[config.mk]
export PLATFORM = sky130hd
export DESIGN_NAME = iter_multiplier
export DESIGN_NICKNAME = d
export VERILOG_FILES = /design/src/rtl/mul_pkg.sv /design/src/rtl/mul_sign_unit.sv /design/src/rtl/iter_multiplier.sv
export SDC_FILE = /design/constraint.sdc
export NUM_CORES = 2
export LEC_CHECK = 0
export BUFFER_PORTS_ARGS = -buffer_cell sky130_fd_sc_hd__buf_2
export CORE_ASPECT_RATIO = 1.75
export CORE_UTILIZATION = 34
export DETAILED_ROUTE_END_ITERATION = 8
export MAX_ROUTING_LAYER = met4
export SLEW_MARGIN = 15
export SYNTH_ARGS = -nofsm -noshare
export SYNTH_HDL_FRONTEND = slang
export SYNTH_SLANG_ARGS = --single-unit
export TNS_END_PERCENT = 30
[constraint.sdc]
create_clock -name clk -period 7.3 [get_ports clk]
set_clock_uncertainty 0.05 [all_clocks]
set_input_delay 0.73 -clock clk [delete_from_list [all_inputs] [get_ports clk]]
set_output_delay 0.73 -clock clk [all_outputs]
set_load 0.005 [all_outputs]
[src/rtl/mul_pkg.sv]
// mul_pkg: shared types and helpers for the iterative multiplier.
//   mul_state_e  : controller state (IDLE, BUSY, DONE)
//   mul_latency  : accept-edge to out_valid distance, in clock edges, for a
//                  non-bypassed operation of width w
package mul_pkg;

  typedef enum logic [1:0] {
    IDLE = 2'd0,
    BUSY = 2'd1,
    DONE = 2'd2
  } mul_state_e;

  function automatic int mul_latency(input int w);
    return w;
  endfunction

endpackage

[src/rtl/mul_sign_unit.sv]
// mul_sign_unit: combinational sign handling around the unsigned shift-add core.
//   a, b, is_signed -> mag_a, mag_b : operand magnitudes (abs only when signed)
//                      neg          : product must be negated
//   acc, acc_neg    -> product      : 2W-bit result, two's-complement negated
//                                     when acc_neg is set
// |-2^(W-1)| is 2^(W-1), which still fits the W-bit unsigned magnitude.
module mul_sign_unit #(
  parameter int WIDTH = 64
) (
  input  logic [WIDTH-1:0]   a,
  input  logic [WIDTH-1:0]   b,
  input  logic               is_signed,
  output logic [WIDTH-1:0]   mag_a,
  output logic [WIDTH-1:0]   mag_b,
  output logic               neg,
  input  logic [2*WIDTH-1:0] acc,
  input  logic               acc_neg,
  output logic [2*WIDTH-1:0] product
);

  always_comb begin
    mag_a   = (is_signed && a[WIDTH-1]) ? (~a) + WIDTH'(1) : a;
    mag_b   = (is_signed && b[WIDTH-1]) ? (~b) + WIDTH'(1) : b;
    neg     = is_signed & (a[WIDTH-1] ^ b[WIDTH-1]);
    product = acc_neg ? (~acc) + (2*WIDTH)'(1) : acc;
  end

endmodule

[src/rtl/iter_multiplier.sv]
// iter_multiplier: sequential shift-add W x W -> 2W multiplier with
// valid/ready on both sides and a pass-through tag.
//   clk, reset (sync, active high)
//   in_valid/in_ready, in_a, in_b, in_signed, in_tag : request
//   out_valid/out_ready, out_product, out_tag         : response
// One multiplier bit is consumed per BUSY cycle, so a result appears W edges
// after the accept edge. A new request may be accepted on the same edge that
// retires the previous result.
// Optional feature: define MUL_ZERO_BYPASS_EN to send ops with a zero operand
// straight to DONE with product 0.
module iter_multiplier
  import mul_pkg::*;
#(
  parameter int WIDTH = 64,
  parameter int TAG_W = 4
) (
  input  logic               clk,
  input  logic               reset,
  input  logic               in_valid,
  output logic               in_ready,
  input  logic [WIDTH-1:0]   in_a,
  input  logic [WIDTH-1:0]   in_b,
  input  logic               in_signed,
  input  logic [TAG_W-1:0]   in_tag,
  output logic               out_valid,
  input  logic               out_ready,
  output logic [2*WIDTH-1:0] out_product,
  output logic [TAG_W-1:0]   out_tag
);

  localparam int CW = $clog2(WIDTH);

  mul_state_e         state;
  logic [WIDTH-1:0]   mcand, mplier;
  logic               neg_q;
  logic [2*WIDTH-1:0] acc, acc_next, prod_fin;
  logic [CW-1:0]      count;
  logic [WIDTH-1:0]   mag_a, mag_b;
  logic               neg_d, accept, last, zero_op;

  assign in_ready  = (state == IDLE) | ((state == DONE) & out_ready);
  assign out_valid = (state == DONE);
  assign accept    = in_valid & in_ready;
  assign last      = (count == CW'(WIDTH - 1));
  assign acc_next  = acc + (mplier[count] ? ({{WIDTH{1'b0}}, mcand} << count)
                                          : '0);

`ifdef MUL_ZERO_BYPASS_EN
  assign zero_op = (in_a == '0) | (in_b == '0);
`else
  assign zero_op = 1'b0;
`endif

  // The negate side works on acc_next so the final add and the sign fix-up
  // land in out_product on the same edge.
  mul_sign_unit #(.WIDTH(WIDTH)) u_sign (
    .a         (in_a),
    .b         (in_b),
    .is_signed (in_signed),
    .mag_a     (mag_a),
    .mag_b     (mag_b),
    .neg       (neg_d),
    .acc       (acc_next),
    .acc_neg   (neg_q),
    .product   (prod_fin)
  );

  always_ff @(posedge clk) begin
    if (reset) begin
      state       <= IDLE;
      out_product <= '0;
      out_tag     <= '0;
      count       <= '0;
      acc         <= '0;
      mcand       <= '0;
      mplier      <= '0;
      neg_q       <= 1'b0;
    end else begin
      case (state)
        BUSY: begin
          acc   <= acc_next;
          count <= count + 1'b1;
          if (last) begin
            out_product <= prod_fin;
            state       <= DONE;
          end
        end
        DONE:    if (out_ready && !in_valid) state <= IDLE;
        default: ;
      endcase
      // Accept overrides the DONE retire transition (no bubble).
      if (accept) begin
        mcand   <= mag_a;
        mplier  <= mag_b;
        neg_q   <= neg_d;
        out_tag <= in_tag;
        acc     <= '0;
        count   <= '0;
        if (zero_op) begin
          out_product <= '0;
          state       <= DONE;
        end else begin
          state <= BUSY;
        end
      end
    end
  end

endmodule
==> results.toml, run 1 <==
[run_status]
stop_stage = "global routing"
firstError = "[ERROR GRT-0116] Global routing finished with congestion. Check the congestion regions in the DRC Viewer."
outcome = "aborted with a tool error"

[yosys]
synth_edf_count = 0
yosys_most_used_dff = "dfxtp_1"
syn_inst = 5011
yosys_warnings = 0
syn-num-nets = 5283
async_flop_share_pct = 0
ys_types = 102
syn_area_per_cell_um2 = 7.34
ys_ff_latch = 397
synth_area_um2 = 36800
ys_seq_area_share_pct = 21.6

[global_routing]
grt_overflow = 275
grt_pass1_vias = 53300
gr-usage-all-layers_pct = 57.4
grt_pass1_wl_um = 434000
grt_max_degree = 112

[die]
row_count = 159
dieWidth_um = 251
io_pins = 271
initial_core_util_pct = 34.3
die_h_um = 437

[clock_network]
clkSinkCount = 397
cts-root-buf = "clkbuf_16"
htreeDepth = 2
clock_path_buffers = 3
cts_made_buffers = 44

[place]
port_buffers = 270
gp_congestion = 1.21
dp_hpwl_um = 225000
==> cells by family after synthesis <==
kind of cell / after synthesis / share of synthesized area (%)
xor gates and xnor gates: 287 / 6.84
muxes: 268 / 9.77
DFF: 397 / 21.6
adders and majority gates: 135 / 4.62
and+or+nand+nor: 2080 / 26.5
buffers and inverters: 385 / 4.18
AOI/OAI and AO/OA: 1459 / 26.5
==> metrics by stage <==
stage	util, %	setup slack [ns]	cells	instance area, um2
after CTS	51.4	-0.304	8117	55100
after detailed placement	48.1	-1.36	7982	51600
after global placement	48.1	-1.35	7982	51600
after floorplan	-	0.00675	5011	36800
==> repair_timing <==
| item | in CTS |
|---|---|
| gates resized for setup | 307 |
| setup endpoints to repair | 97 |
| hold buffers | 0 |
| pin swaps | 66 |
| cloned | 5 |
| endpoints found under the hold margin | 0 |
| buffers inserted | 52 |
==> per-layer routing <==
| layer | global-route usage, % | overflow |
|---|---|---|
| met1 | 50.2 | 0 |
| met2 | 87.3 | 199 |
| met3 | 23.5 | 0 |
| met4 | 67.2 | 76 |
| met5 | - | - |
==> cells in the mapped netlist (16+ instances only) <==
master	number	share of area [%]
clkbuf_1	250	2.6
a21oi_1	337	4.6
and4_1	38	0.91
o31ai_1	63	1.3
nand2b_1	32	0.54
dfxtp_1	397	22
o21a_1	23	0.47
a311oi_1	25	0.60
o22a_1	29	0.69
and3_1	31	0.53
xor2_1	184	4.4
nand3_1	83	1.1
inv_1	42	0.43
mux2_2	16	0.49
o211ai_1	42	0.86
o41ai_1	33	0.79
o21bai_1	16	0.33
nand4_1	103	1.8
mux2i_1	181	4.9
o21ai_1	43	0.59
buf_2	42	0.57
or3_1	91	1.5
nor4_1	72	1.2
a21o_1	54	1.1
or4_1	30	0.61
mux4_2	71	4.4
ha_1	134	4.6
and2_1	60	1.0
a211oi_1	242	4.9
nand2_1	553	5.6
or2_2	34	0.58
a31oi_1	62	1.1
nor2_1	758	7.7
a21oi_2	18	0.43
buf_1	43	0.44
xnor2_1	103	2.5
o21ai_0	280	3.8
nor3_1	134	1.8
==> run 2: changes to the inputs <==
- CORE_ASPECT_RATIO: 1.75 -> default
- CORE_UTILIZATION: 34 -> 20
- MAX_ROUTING_LAYER: met4 -> default
- PLACE_DENSITY_LB_ADDON: default -> 0.15
- clock period: 7.3 -> 9.5 ns (I/O delays scaled with it)
==> results.toml, run 2 <==
[final_layout]
reg.largest.list = "acc (128), out_product (128)"
n_fill_cell = 20400
nets = 5492
drive_gt1_share_pct = 15.1
fin_cells = 7712
layout_commonest_cell = "nor2_1"
final_cell_mix = "756 x nor2_1, 553 x nand2_1, 390 x dfxtp_1"
area_delta_synth_final_pct = 18.6

[yosys]
yosys.area_share.simple_pct = 26.5
synthMuxAreaShare_pct = 9.77
synth_common_cells = "758 x nor2_1, 553 x nand2_1, 397 x dfxtp_1, 337 x a21oi_1, 280 x o21ai_0"
yosys_most_used_dff = "dfxtp_1"
synth_edf_count = 0
synth_top_family_by_area = "compound AO/OA/AOI/OAI gates"
ys_seq_area_share_pct = 21.6
ys_ff_latch = 397
syn_area_per_cell_um2 = 7.34
yosys.area.top_type = "dfxtp_1"
yosysTopAreaCellShare_pct = 21.6
syn_inst = 5011
ys_types = 102
async_flop_share_pct = 0
synth_xor_area_share_pct = 6.84
synth.most_common_cell = "nor2_1"
synthTopCellsByArea = "dfxtp_1 22%, nor2_1 7.7%, nand2_1 5.6%"
yosys_warnings = 0
synthAdderAreaFrac_pct = 4.62
synth_area_um2 = 36800
syn-num-nets = 5283
synth_compound_area_share_pct = 26.5

[clock_network]
htreeDepth = 2
cts-root-buf = "clkbuf_16"
cts_tree = "yes"
clkTransAtPathRegs_ns = 0.06
cts_made_buffers = 54
clk_latency_ns = 0.70
clock_path_buffers = 3
clkSinkCount = 397

[critical_path]
worst_setup_path_end_kind = "register"
worst-setup-path-type = "register to register"
reg2reg_depth = 24
r2r_start = "count[0]"
crit_arrival_ns = 9.78
worstPathRequired_ns = 10.07
r2r_setup_slack_ns = 0.29
cpPeakStageDelay_ns = 0.73
endpoint = "out_product[117]"
cpMaxStageDelayCell = "or4_1"
path_cells = "buf_4, mux2_2, nor2_1, a21oi_1, mux2i_1, mux2_2, nor2_1, a31oi_1, a211oi_1, ha_1, nand4_1, or4_1, nor2_1, and3_1, a32o_1, o31ai_1, and2_4, or4_4, or4_1, or4_1, buf_4, or4_4, or4_1, a31oi_1"
cp-startpoint = "count[0]"
cp-start-kind = "register"
crit_top_cell = "or4_1"
r2r-end = "out_product[117]"
worstPathMaxFanout = 24

[drt]
via_count = 40300
routed-wl-met3_um = 10200
route.detailed.drc = 0
first_pass_iters = 7
top_layer = "met5"
wl_um = 199000
met1_length_um = 96200
via_per_inst = 5.23
met2_length_um = 86000
first_iter_violations = 3783
wl_per_cell_um = 25.8
ant_nets = 0

[place]
dp_worst_setup_slack_ns = 0.243
gp_congestion = 0.987
port_buffers = 270
dp_hpwl_um = 166000
dpl.cell_count = 7612

[die]
dieArea_um2 = 186000
dieWidth_um = 431
die_h_um = 431
initial_core_util_pct = 20.2
row_count = 156
coreArea_um2 = 182000
io_pins = 271

[timing]
worst_pin_slew_ns = 1.10
rsz0062_at_grt = "no"
tns_ns = 0
finalCriticalPeriod_ns = 9.21
setup_viol = 0
slew-limit-headroom_pct = 25.6
max_freq_mhz = 109
maxSlewViolCount = 0
post-route-period-util_pct = 97.0
finalWorstSetupSlack_ns = 0.289
hold_violations = 0

[job]
maxCapViolCount = 0

[global_routing]
grt_overflow = 0
grt_pass1_vias = 38200
grt_max_degree = 93
gr-usage-all-layers_pct = 20.6
antenna_found_initial = 7
grt_pass1_wl_um = 281000

[power]
ir_drop_mv = 0.132
power_density_nw_per_um2 = 143
power_leakage_nw = 15.9

[run_status]
outcome = "finished clean"

[min_path]
hold_path.class = "register to register"
==> run 2: cell counts after synthesis <==
No cell type changed its count.
==> run 2: cell type report <==
cell class / count / area, um2 / share of cell area (%)
multi-input cells: 4229 / 27300 / 62.7
flip-flops and latches: 397 / 7970 / 18.3
repair buffers: 493 / 3080 / 7.07
well taps: 2449 / 3060 / 7.03
clock buffers: 74 / 1530 / 3.50
clock inverters: 23 / 450 / 1.03
inverters: 45 / 169 / 0.387
diodes: 2 / 5.00 / 0.0115
==> run 2: critical path: cells and delay by family, from the launching register on <==
family | cells | cell delay (ns)
AO/OA/AOI/OAI | 6 | 1.34
adder cells (fa/ha/maj) | 1 | 0.63
buffers and inverters | 2 | 0.65
flip-flops | 1 | 0.64
multiplexers | 3 | 1.22
AND/OR/NAND/NOR | 12 | 4.58
==> run 2: through the flow <==
| stage | power [mW] | hold WS (ns) | area (um2) | utilization, % |
|---|---|---|---|---|
| 4_1_cts | 6.30 | 0.375 | 43600 | 24.0 |
| 2_1_floorplan | 2.97 | 0.379 | 36800 | - |
| 6_report | 6.21 | 0.398 | 43600 | 24.0 |
| 3_5_place_dp | 3.94 | 0.392 | 41600 | 22.9 |
| 3_3_place_gp | 3.94 | 0.384 | 41600 | 22.9 |
| 5_1_grt | 6.49 | 0.414 | 43600 | 24.0 |
==> run 2: logic make-up (layout without fill, tap and decap cells) <==
group	count (synthesis)	after routing
buffers and inverters	385	635
AOI/OAI and AO/OA	1459	1459
DFF	397	397
xor gates and xnor gates	287	287
muxes	268	268
adders and majority gates	135	135
and+or+nand+nor	2080	2080
other	0	2
==> run 2: routing by layer <==
| metal | track usage [%] | vias up |
|---|---|---|
| li1 | - | 19100 |
| met1 | 29.6 | 19600 |
| met2 | 31.7 | 1358 |
| met3 | 2.43 | 243 |
| met4 | 6.48 | 2 |
| met5 | 0 | - |
==> run 2: how the worst min path moves through the flow <==
stage                         start               to  slack [ns]  depth (start not counted)
finish              out_product[15]  out_product[15]        0.40                          2
global route              in_tag[2]       out_tag[2]        0.41                          3
CTS                       in_tag[3]       out_tag[3]        0.37                          3
detailed placement  out_product[85]  out_product[85]        0.39                          2
global placement    out_product[83]  out_product[83]        0.38                          2
floorplan                mplier[50]       mplier[50]        0.38                          2
==> run 2: what timing repair did <==
item                                    4_1_cts  5_1_grt
setup buffers                                 0        1
endpoints found under the setup margin        0        5
hold buffers                                  0        0
resized for setup                             0        6
endpoints found under the hold margin         0        0
==> run 2: report_power, final <==
part / internal [mW] / switching, mW / leakage, nW / total (mW)
sequential: 1.76 / 0.106 / 3.23 / 1.87
combinational: 0.691 / 1.35 / 11.7 / 2.04
clock: 1.40 / 0.906 / 0.956 / 2.31
total: 3.85 / 2.36 / 15.9 / 6.21
No activity file was read; power rests on OpenSTA's default activity.
